### src/rtl/pc_flow_controller.sv
`default_nettype none
// ============================================================================
// Module  : pc_flow_controller
// Purpose : Fetch-stage sequencer: next-PC selection, pipeline stall/flush/bubble
// Revision: 1.0
// ============================================================================
module pc_flow_controller #(
  parameter int                N_BITS     = 32,
  parameter logic [N_BITS-1:0] RESET_PC   = 32'h0040_0000,
  parameter logic [N_BITS-1:0] EXC_VECTOR = 32'h8000_0180,
  parameter int                TIMEOUT    = 16
) (
  input  logic              clk,
  input  logic              reset,
  input  logic [N_BITS-1:0] pc_value_i,
  input  logic              imem_ready_i,
  input  logic              load_use_hazard_i,
  input  logic              branch_taken_i,
  input  logic [N_BITS-1:0] branch_target_i,
  input  logic              jump_i,
  input  logic [N_BITS-1:0] jump_target_i,
  input  logic              halt_i,
  output logic [N_BITS-1:0] new_pc_o,
  output logic              pc_enable_o,
  output logic              if_id_enable_o,
  output logic              if_id_flush_o,
  output logic              id_ex_bubble_o,
  output logic              fault_o,
  output logic [15:0]       stall_cycles_o,
  output logic [1:0]        state_o
);

  localparam logic [1:0] ST_BOOT     = 2'd0;
  localparam logic [1:0] ST_RUN      = 2'd1;
  localparam logic [1:0] ST_MEM_WAIT = 2'd2;
  localparam logic [1:0] ST_HALTED   = 2'd3;

  localparam logic [15:0] C_TIMEOUT   = 16'(TIMEOUT);
  localparam logic [15:0] C_STALL_MAX = 16'hFFFF;

  // The program counter itself owns RESET_PC; here it only needs to be word aligned.
  if (RESET_PC[1:0] != 2'b00) begin : g_bad_reset_pc
    $error("RESET_PC must be word aligned");
  end
  if (TIMEOUT < 2 || TIMEOUT > 65535) begin : g_bad_timeout
    $error("TIMEOUT must be in 2..65535");
  end

  logic [1:0]  state_q, state_d;
  logic [15:0] wait_cnt_q, wait_cnt_d;
  logic        fault_q, fault_d;
  logic [15:0] stall_q, stall_d;

  logic              w_redirect;
  logic [N_BITS-1:0] w_redirect_pc;
  logic [15:0]       w_wait_inc;
  logic              w_timeout_hit;

  assign w_redirect    = jump_i | branch_taken_i;
  assign w_redirect_pc = jump_i ? jump_target_i : branch_target_i;
  assign w_wait_inc    = wait_cnt_q + 16'd1;
  // The RUN cycle that entered MEM_WAIT counts as not-ready cycle 1.
  assign w_timeout_hit = (w_wait_inc == C_TIMEOUT);

  always_ff @(posedge clk or posedge reset) begin
    if (reset) begin
      state_q    <= ST_BOOT;
      wait_cnt_q <= 16'd0;
      fault_q    <= 1'b0;
      stall_q    <= 16'd0;
    end else begin
      state_q    <= state_d;
      wait_cnt_q <= wait_cnt_d;
      fault_q    <= fault_d;
      stall_q    <= stall_d;
    end
  end

  always_comb begin
    state_d    = state_q;
    wait_cnt_d = wait_cnt_q;
    fault_d    = fault_q;
    stall_d    = stall_q;
    case (state_q)
      ST_BOOT: begin
        if (imem_ready_i) state_d = ST_RUN;
      end
      ST_RUN: begin
        wait_cnt_d = 16'd0;
        if (halt_i) begin
          state_d = ST_HALTED;
        end else if (!w_redirect && !load_use_hazard_i && !imem_ready_i) begin
          state_d    = ST_MEM_WAIT;
          wait_cnt_d = 16'd1;
        end
      end
      ST_MEM_WAIT: begin
        wait_cnt_d = w_wait_inc;
        if (halt_i) begin
          state_d    = ST_HALTED;
          wait_cnt_d = 16'd0;
        end else if (w_redirect || imem_ready_i) begin
          state_d    = ST_RUN;
          wait_cnt_d = 16'd0;
        end else if (w_timeout_hit) begin
          state_d    = ST_RUN;
          wait_cnt_d = 16'd0;
          fault_d    = 1'b1;
        end
      end
      default: begin
        state_d = ST_HALTED;
      end
    endcase
    if ((state_q == ST_RUN || state_q == ST_MEM_WAIT) && !pc_enable_o
        && stall_q != C_STALL_MAX) begin
      stall_d = stall_q + 16'd1;
    end
  end

  always_comb begin
    new_pc_o       = pc_value_i + N_BITS'(4);
    pc_enable_o    = 1'b0;
    if_id_enable_o = 1'b0;
    if_id_flush_o  = 1'b1;
    id_ex_bubble_o = 1'b0;
    case (state_q)
      ST_RUN: begin
        if (halt_i) begin
          if_id_flush_o = 1'b1;
        end else if (w_redirect) begin
          new_pc_o    = w_redirect_pc;
          pc_enable_o = 1'b1;
        end else if (load_use_hazard_i) begin
          if_id_flush_o  = 1'b0;
          id_ex_bubble_o = 1'b1;
        end else if (imem_ready_i) begin
          pc_enable_o    = 1'b1;
          if_id_enable_o = 1'b1;
          if_id_flush_o  = 1'b0;
        end
      end
      ST_MEM_WAIT: begin
        if (halt_i) begin
          if_id_flush_o = 1'b1;
        end else if (w_redirect) begin
          new_pc_o    = w_redirect_pc;
          pc_enable_o = 1'b1;
        end else if (imem_ready_i) begin
          pc_enable_o    = 1'b1;
          if_id_enable_o = 1'b1;
          if_id_flush_o  = 1'b0;
        end else if (w_timeout_hit) begin
          new_pc_o    = EXC_VECTOR;
          pc_enable_o = 1'b1;
        end
      end
      default: begin
        if_id_flush_o = 1'b1;
      end
    endcase
  end

  assign fault_o        = fault_q;
  assign stall_cycles_o = stall_q;
  assign state_o        = state_q;

endmodule
`default_nettype wire

### config.mk
export PLATFORM = sky130hd
export DESIGN_NAME = pc_flow_controller
export DESIGN_NICKNAME = d
export VERILOG_FILES = /design/src/rtl/pc_flow_controller.sv
export SDC_FILE = /design/constraint.sdc
export NUM_CORES = 1
export LEC_CHECK = 0
export CORE_AREA = 2 2 94 96
export DETAILED_ROUTE_END_ITERATION = 8
export DIE_AREA = 0 0 96 98
export PLACE_DENSITY = 0.82
export SYNTH_ARGS = -nofsm -noshare
export SYNTH_HDL_FRONTEND = slang
export SYNTH_SLANG_ARGS = --single-unit
### constraint.sdc
create_clock -name clk -period 3.05 [get_ports clk]
set_input_delay 0.305 -clock clk [delete_from_list [all_inputs] [get_ports clk]]
set_output_delay 0.305 -clock clk [all_outputs]
set_load 0.03 [all_outputs]
==> metrics.md <==
| Metric | Value |
|---|---|
| Status | `complete, but fails checks` |
| Violated checks | `setup timing` |
| Worst VDD drop | `0.689 mV` |
| DIE AREA | `9410 um2` |
| Clk pin slew, worst setup/hold paths | `0.08 ns` |
| First-pass GRT wire length | `20,900 um` |
| Pre-antenna DRT Iters | `4` |
| Largest net degree at the start of global routing | `28` |
| MaxCap Viol Count | `0` |
| Period utilisation layout | `1.00` |
| Fin. Hold Viols | `0` |
| Die height | `98 um` |
| Filler cells | `686` |
| Area after DPL | `5520 um2` |
| Share of synthesized registers carrying an async set or reset | `1.00` |
| Syn Std Cell Area | `3640 um2` |
| Post-synthesis cell count | `459` |
| Cts bufs inserted | `5` |
| IO Pins | `158` |
| DR top layer | `met4` |
| # diodes | `0` |
| Critical path's slowest cell | `or4_4` |
| Routed vias | `4,420` |
| CP Capture Type | `primary output` |
| Non-filler cells, final | `769` |
| CTS root buffer | `clkbuf_8` |
| Worst-case hold slack | `0.428 ns` |
| Synth Register Bits | `35` |
| Antenna-violating nets left | `0` |
| Static leakage | `0.00242 uW` |
| Syn avg cell area | `7.94 um2` |
| Core ar. | `8470 um2` |
| Syn Nets | `569` |
| CTS tree | `done` |
| Placed Cells | `743` |
| Minimum clock period | `3.05 ns` |
| Post-synth top cells | `43 x nor2_1, 38 x nand2_1, 35 x dfrtp_1, 28 x nand3_1, 28 x xor2_1` |
| Most instantiated library cell after synthesis | `nor2_1` |
| Final HPWL DP | `10,400 um` |
| Tightest Pin Transition | `0.743 ns` |
| CP Max Fanout | `5` |
| Die X | `96 um` |
| # port buffers | `157` |
| Initial Util | `0.430` |
| M1 WL | `5800 um` |
| # H-tree levels | `2` |
| # nets final | `770` |
| Share of cells above drive strength 1 | `0.227` |
| CTS Buffer Depth | `2` |
| Residual DRC | `0` |
| Clock tree sinks | `35` |
| Slew Viols, Final | `0` |
| P&R area growth vs syn | `61.3%` |
| Crit path arrival time | `2.75 ns` |
| Setup TNS | `-0.00244 ns` |
| Routed wl met3 | `944 um` |
| Initial DRC count | `267` |
| WP data required | `2.74 ns` |
| Clock latency on the worst-skew pair | `0.30 ns` |
| WL/cell | `17.5 um` |
| Crit path cell chain | `buf_4 > nand4_1 > nor2_2 > o31ai_4 > nand2_1 > or4_4 > or3_4 > a32oi_2 > buf_6` |
| # setup viols final | `1` |
| Vias/cell | `5.75` |
| Post-synth top area share | `0.240` |
| Predominant post-synthesis flop cell | `dfrtp_1` |
| Hold Crit Class | `in2async` |
| Synth top area cells | `dfrtp_1 24%, mux2i_1 6.9%, xor2_1 6.7%` |
| Final worst setup slack | `-0.00244 ns` |
| Initial antenna violation count | `0` |
| Relative slew slack | `0.504` |
| RD Place Congestion | `0.962` |
| Row count | `34` |
| Pwr Density | `771 nW/um2` |
| Startpoint types | `flop` |
| Number of synthesized flops with an enable pin | `0` |
| Register area share after synthesis | `0.240` |
| RSZ-0062 raised after global routing | `yes` |
| YS warnings | `0` |
| Max incr delay on CP | `0.58 ns` |
| Met2 wire len | `6490 um` |
| Global Route Usage Sum | `0.274` |
| Post-route cell area | `5870 um2` |
| Synth area leader | `dfrtp_1` |
| Cell variety after synth | `64` |
| Hold-fix buffers, CTS | `0` |
| Vias in the first global route | `4,338` |
| Setup CP Type | `reg2out` |
| Highest clock rate | `0.328 GHz` |
| Worst Skew | `0.00978 ns` |
| Grt total ovfl | `0` |
| DRT Wirelength | `13,500 um` |
==> path summary, 6_finish.rpt <==
path,slack [ns],from,end,cells past startpoint
setup / recovery,-0.002,wait_cnt_q[9],new_pc_o[7],9
hold / removal,0.43,reset,stall_cycles_o[9],2
setup reg to reg,0.42,wait_cnt_q[0],stall_cycles_o[6],11
hold reg to reg,0.50,stall_cycles_o[6],stall_cycles_o[6],1
max in group asynchronous,1.87,reset,wait_cnt_q[11],3
min in group clk,0.50,stall_cycles_o[6],stall_cycles_o[6],1
==> per-stage QoR <==
step | utilization | worst slack, ns | power, uW
after floorplan | - | 0.0631 | 2730
after global placement | 0.652 | 0.0923 | 4050
after detailed placement | 0.652 | -0.00728 | 4130
after CTS | 0.681 | -0.00831 | 4490
after global routing | 0.694 | -0.0993 | 4780
final | 0.694 | -0.00244 | 4530
==> registers in the layout (all words and copies together), names as in the netlist <==
signal and flops:
stall_cycles_o 16, wait_cnt_q 16, state_o 2, fault_o 1
==> worst max-delay path: cells and delay by family (launching register included) <==
kind | cells | cell delay, ns
AND/OR/NAND/NOR | 5 | 1.28
AO/OA/AOI/OAI | 2 | 0.37
buffers and inverters | 2 | 0.33
flip-flops | 1 | 0.47
==> final cells by class <==
class	instances	area, um2	area share
well taps	108	135	0.0230
multi-input cells	380	2710	0.461
flip-flops and latches	35	883	0.150
clock buffers	6	82.6	0.0141
inverters	18	67.6	0.0115
repair buffers	220	1980	0.337
clock inverters	2	16.3	0.00277
==> cell usage in the layout (no fill, tap or decap), types with 3 or more instances in the layout <==
master	count
a2111oi_1	5
a211oi_1	23
a21oi_1	7
a221oi_1	3
a22o_1	10
and3_1	15
and4_1	4
buf_4	87
buf_6	4
clkbuf_2	6
clkbuf_8	6
clkdlybuf4s50_1	121
dfrtp_1	29
dfrtp_2	6
ha_1	6
inv_1	17
mux2i_1	25
nand2_1	36
nand3_1	26
nand4_1	7
nor2_1	40
nor2_2	3
nor2b_1	6
nor3_1	8
nor4_1	5
o21ai_0	16
o21ai_1	8
o22ai_1	20
o2bb2ai_1	3
o31ai_4	3
xnor2_1	14
xor2_1	28
==> kinds of logic (layout without fill, tap and decap cells) <==
kind of cell    count (synthesis)  count (layout)  share of synthesized area
compound gates                128             128                      0.262
xor+xnor                       43              43                      0.103
fa+ha+maj                       7               7                     0.0240
buf+inv                        44             246                     0.0539
flops                          35              35                      0.240
mux                            26              26                     0.0718
simple gates                  176             176                      0.244
==> layer usage <==
metal | GRT usage | up-vias
li1 | - | 2121
met1 | 0.370 | 2122
met2 | 0.455 | 155
met3 | 0.0532 | 22
met4 | 0.0538 | 0
met5 | 0 | -
==> repair_timing <==
action                                  in CTS  in global routing
buffers inserted                            13                  5
pin swaps                                   11                 11
endpoints found under the setup margin      25                 27
gates resized for setup                     29                 35
==> where the power goes <==
group | switching [uW] | total [uW] | internal (uW)
combinational | 2070 | 3420 | 1360
clock | 196 | 381 | 185
sequential | 146 | 727 | 580
total | 2410 | 4530 | 2120
Note: power is estimated with default switching activity, not from simulation.
==> RTL edit 1, RTL diff (config.mk and constraints unchanged) <==
Reset style: synchronous (`reset`), changed in one clocked block.
--- a/src/rtl/pc_flow_controller.sv
+++ b/src/rtl/pc_flow_controller.sv
@@ -62,7 +62,7 @@
   // The RUN cycle that entered MEM_WAIT counts as not-ready cycle 1.
   assign w_timeout_hit = (w_wait_inc == C_TIMEOUT);
 
-  always_ff @(posedge clk or posedge reset) begin
+  always_ff @(posedge clk) begin
     if (reset) begin
       state_q    <= ST_BOOT;
       wait_cnt_q <= 16'd0;
Function: differs if reset is asserted again (counterexample within 4 cycles, from zero or initial values and one cycle with reset high); with reset held inactive, the same outputs for 4 cycles.
==> RTL edit 1 against the original RTL <==
The run still ends with setup timing left; non-clock buffer count rose by 29; die area did not move; final area rose by 5.0%; routed wire length rose by 11%; sequential power fell by 31%; global-route usage rose by 3.4 points; sequential cell count did not move; core utilization rose by 3.5 points; sequential share of layout area fell by 3.4 points; critical path depth rose by 1; worst setup slack got worse by 190 ps; area after synthesis barely moved; power fell by 23%; critical path type unchanged; critical endpoint is now new_pc_o[8]; largest cell class unchanged.
==> RTL edit 1: results (changes against the original RTL) <==
[cts]
numCtsBuffers=5  ; unchanged
clk_latency_ps=300  ; about the same
ctsHtreeMaxLevel=2  ; unchanged
clockBufferDepth=2  ; unchanged
clk_pin_slew_worst_paths_ps=80  ; about the same
cts_root_buffer=clkbuf_8  ; unchanged

[place]
gp_congestion=1.04  ; was 0.962
dp_hpwl_mm=11.3  ; was 10.4 mm
port_buffers=157  ; unchanged
placed_area_um2=5850  ; was 5520 um2

[layout]
finish.net_count=829  ; was 770
drive_above_1_share=0.246  ; was 0.227
diodes=0  ; unchanged
fillers=609  ; was 686

[logic_synthesis]
ys_seq_area_frac=0.193  ; was 0.240
synthFlopType=dfxtp_1  ; was dfrtp_1
synth.distinct_cells=59  ; was 64
syn_nets=611  ; was 569
synthTopCellsByCount=nor2_1, dfxtp_1, nand2_1  ; was nor2_1, nand2_1, dfrtp_1
synth_fa_ha_area_frac=0.0241  ; was 0.0240
synthXorXnorAreaFrac=0.0890  ; was 0.103
synth_mux_area_frac=0.0828  ; was 0.0718
async_flop_share=0  ; was 1.00
synthTopCellsByArea=dfxtp_1, mux2i_1, nor2_1  ; was dfrtp_1, mux2i_1, xor2_1
synth-compound-area-share=0.245  ; was 0.262

[timing]
fin_ws_ps=-194  ; was -2.44 ps
setup_viol=21  ; was 1
maxSlewHeadroom=0.687  ; was 0.504
fin_skew_ps=6.56  ; was 9.78 ps

[status]
status=finished, violations left  ; unchanged
violations=setup timing  ; unchanged

[global_routing]
grt_max_degree=45  ; was 28
grt_use_total=0.308  ; was 0.274
grt_pass1_wl_mm=23.2  ; was 20.9 mm
grt_pass1_vias=4863  ; was 4338
antenna_found_initial=0  ; unchanged

[power]
vdd_drop_max_v=0.000450  ; was 0.000689 V
leakage_nw=2.46  ; was 2.42 nW

[setup_path]
crit_path_max_fanout=4  ; was 5
cp.arrival_ps=2940  ; was 2750 ps
worstSetupStartpoint=wait_cnt_q[6]  ; was wait_cnt_q[9]
reg2reg_from=wait_cnt_q[0]  ; unchanged

[worst_hold_path]
hp-class=flop to flop  ; was input pin to async pin

[detailed_routing]
wl_mm=15.0  ; was 13.5 mm
via_per_inst=5.97  ; was 5.75
dr.first_iter.drc_count=360  ; was 267
drt-pass1-iter-count=5  ; was 4

RTL edit 1: cell types whose count changed after synthesis, sizes merged, moves of 11 or more:
cell	unedited run	this run
clkbuf	14	27
dfrtp	35	0
dfxtp	0	35
or4	1	12
a21oi	8	23
RTL edit 1: critical path, cell delays in order (launching register included):
cell	delay, ps
dfxtp_2	370
buf_4	150
nor2_1	200
nand3_2	150
a2111oi_4	330
o2111ai_2	170
buf_4	180
or3_4	340
or3_4	370
a31oi_4	220
buf_12	150
RTL edit 1: area by class of cell:
cell class,instances,area (um2),share of cell area
Timing Repair Buffer,249,2250,0.365
Clock buffer,7,96.3,0.0156
Multi-Input combinational cell,411,2900,0.470
Clock inverter,1,7.51,0.00122
Sequential cell,35,716,0.116
Inverter,17,63.8,0.0103
Tap cell,108,135,0.0219
RTL edit 1: stage by stage:
stage / instances / hold slack (ps) / worst slack [ps] / setup TNS (ps)
floorplan: 501 / 479 / -186 / -2380
detailed placement: 809 / 459 / -249 / -4670
global route: 828 / 507 / -286 / -3840
finish: 828 / 481 / -194 / -730
CTS: 825 / 470 / -99.4 / -181
global placement: 809 / 434 / -234 / -4560
RTL edit 1: routing by layer:
layer,global-route usage,vias to the layer above,wire [um]
met5,0,-,0
met4,0.131,0,687
met3,0.0586,53,1160
met2,0.555,267,7760
met1,0.345,2311,5380
li1,-,2310,-
RTL edit 1: cells by family (layout without fill, tap and decap cells):
kind of cell | after synthesis | in the layout
flip-flops | 35 | 35
XOR/XNOR | 37 | 37
adder cells (fa/ha/maj) | 7 | 7
AND/OR/NAND/NOR | 208 | 208
AO/OA/AOI/OAI | 129 | 129
buffers and inverters | 55 | 274
multiplexers | 30 | 30
RTL edit 1: worst paths after layout:
path              cells past startpoint                  to  slack [ps]
setup reg to reg                     10  stall_cycles_o[10]         270
setup / recovery                     10         new_pc_o[8]        -190
hold / removal                        2             fault_o         480
hold reg to reg                       2             fault_o         480
RTL edit 1: timing repair:
| item | CTS | global route |
|---|---|---|
| setup endpoints to repair | 31 | 32 |
| gates cloned | 0 | 0 |
| pin swaps | 9 | 11 |
| buffers inserted | 8 | 3 |
| resized for setup | 146 | 31 |
| endpoints found under the hold margin | 0 | 0 |
RTL edit 1: report_power, final:
part	switching (mW)	internal (mW)	leakage, nW
Sequential	0.0244	0.478	0.288
Combinational	1.55	1.06	2.12
Clock	0.188	0.206	0.0505
Total	1.76	1.75	2.46
==> RTL edit 2, RTL diff (same flow settings) <==
Made on the original files. The parameter `N_BITS` goes from 32 to 36.
--- a/src/rtl/pc_flow_controller.sv
+++ b/src/rtl/pc_flow_controller.sv
@@ -5,7 +5,7 @@
 // Revision: 1.0
 // ============================================================================
 module pc_flow_controller #(
-  parameter int                N_BITS     = 32,
+  parameter int                N_BITS     = 36,
   parameter logic [N_BITS-1:0] RESET_PC   = 32'h0040_0000,
   parameter logic [N_BITS-1:0] EXC_VECTOR = 32'h8000_0180,
   parameter int                TIMEOUT    = 16
Ports: changed (resized branch_target_i, jump_target_i, new_pc_o and pc_value_i); port bits go from 158 to 174. The function was not compared with the original's and may differ.
==> RTL edit 2 against the original RTL <==
The run still ends with setup timing left; area after synthesis grew 6.1%; clock skew grew 2.0 ps; power grew 7.7%; routed wire length grew 15%; sequential cell count is the same; largest power group unchanged; first-iteration DRC count grew 10%; worst setup slack lost 63 ps; register-to-register slack lost 110 ps; non-clock buffer count grew 40; critical path depth grew 5; synthesized cell count grew 9.8%; final area grew 11%.
==> RTL edit 2: results (changes against the original RTL) <==
[logic_synthesis]
synth.distinct_cells=66  ; was 64
synth_fa_ha_area_frac=0.0227  ; was 0.0240
synth_mux_area_frac=0.0806  ; was 0.0718
synthTopCellsByCount=nor2_1, nand2_1, xnor2_1  ; was nor2_1, nand2_1, dfrtp_1
synthTopCellsByArea=dfrtp_1, xnor2_1, mux2i_1  ; was dfrtp_1, mux2i_1, xor2_1
synth_top_family_by_area=simple AND/OR/NAND/NOR gates  ; was compound AO/OA/AOI/OAI gates
synthXorXnorAreaFrac=0.118  ; was 0.103
ys_seq_area_frac=0.227  ; was 0.240

[global_routing]
grt_max_degree=42  ; was 28
grtUsageMet2=0.558  ; was 0.455
met3_usage=0.0579  ; was 0.0532
grt_use_total=0.306  ; was 0.274
grt_pass1_wl_mm=23.0  ; was 20.9 mm
use_met1=0.345  ; was 0.370

[timing]
tightestPinTransition_ps=654  ; was 743 ps
fin_ws_ps=-65.9  ; was -2.44 ps
tns_ps=-649  ; was -2.44 ps
setup_viol=18  ; was 1

[status]
status=finished, violations left  ; unchanged
violations=setup timing  ; unchanged

[setup_path]
regToRegSetupSlack_ps=310  ; was 420 ps
r2r_end=stall_cycles_o[13]  ; was stall_cycles_o[6]
ff2ff_path_depth=10  ; was 11
crit_path_max_fanout=6  ; was 5
cp.arrival_ps=2810  ; was 2750 ps
endpoint=new_pc_o[35]  ; was new_pc_o[7]

[detailed_routing]
drt-met1-wl_mm=5.70  ; was 5.80 mm
drt-pass1-iter-count=5  ; was 4
via_per_inst=5.83  ; was 5.75
wl_met2_mm=8.12  ; was 6.49 mm
wl_mm=15.5  ; was 13.5 mm

[layout]
finish.net_count=857  ; was 770
drive_above_1_share=0.251  ; was 0.227

[place]
gp_congestion=0.946  ; was 0.962

[power]
leakage_nw=2.79  ; was 2.42 nW

==> RTL edit 2: cell types whose count changed after synthesis, sizes merged, moves of 9 or more <==
cell / change
xnor2: +22
nor2: +21
nand4: +17
xor2: -13
a21oi: +11
o22ai: -11
clkbuf: +10
a22o: -9
==> RTL edit 2: what timing repair did <==
action,in CTS,in global routing
gates resized for setup,21,50
setup endpoints to repair,20,30
pin swaps,0,11
cloned,0,2
setup buffers,6,12
==> RTL edit 2: stage by stage <==
| step | std cells | utilization | power, mW | worst slack (ps) | hold WS [ps] |
|---|---|---|---|---|---|
| floorplan | 504 | - | 2.72 | -82.5 | 459 |
| global placement | 816 | 0.719 | 4.10 | 17.8 | 475 |
| detailed placement | 816 | 0.719 | 4.16 | -28.2 | 480 |
| CTS | 830 | 0.738 | 4.52 | -3.10 | 302 |
| global route | 844 | 0.772 | 5.11 | -172 | 335 |
| finish | 844 | 0.772 | 4.88 | -65.9 | 284 |
==> RTL edit 2: power by group <==
group | leakage (nW) | internal [mW] | total (mW) | switching (mW)
registers | 0.462 | 0.530 | 0.617 | 0.0865
logic | 2.28 | 1.56 | 3.88 | 2.32
clock network | 0.0474 | 0.185 | 0.379 | 0.195
==> RTL edit 2: area by class of cell <==
cell class / instances / area [um2]
clock buffers: 6 / 82.6
clock inverters: 2 / 16.3
fillers: 538 / 1930
inverters: 19 / 71.3
multi-input cells: 414 / 2980
flip-flops and latches: 35 / 877
well taps: 108 / 135
repair buffers: 260 / 2370
==> RTL edit 2: worst max-delay path, stage by stage (launching register included) <==
cell	delay (ps)
dfrtp_1	430
buf_4	170
buf_4	130
buf_4	130
and3_4	200
a31oi_4	140
a41o_1	170
nand4_4	120
nor2_4	120
nand2_2	80
a21oi_4	270
buf_12	170
buf_8	130
a211oi_1	60
buf_4	190
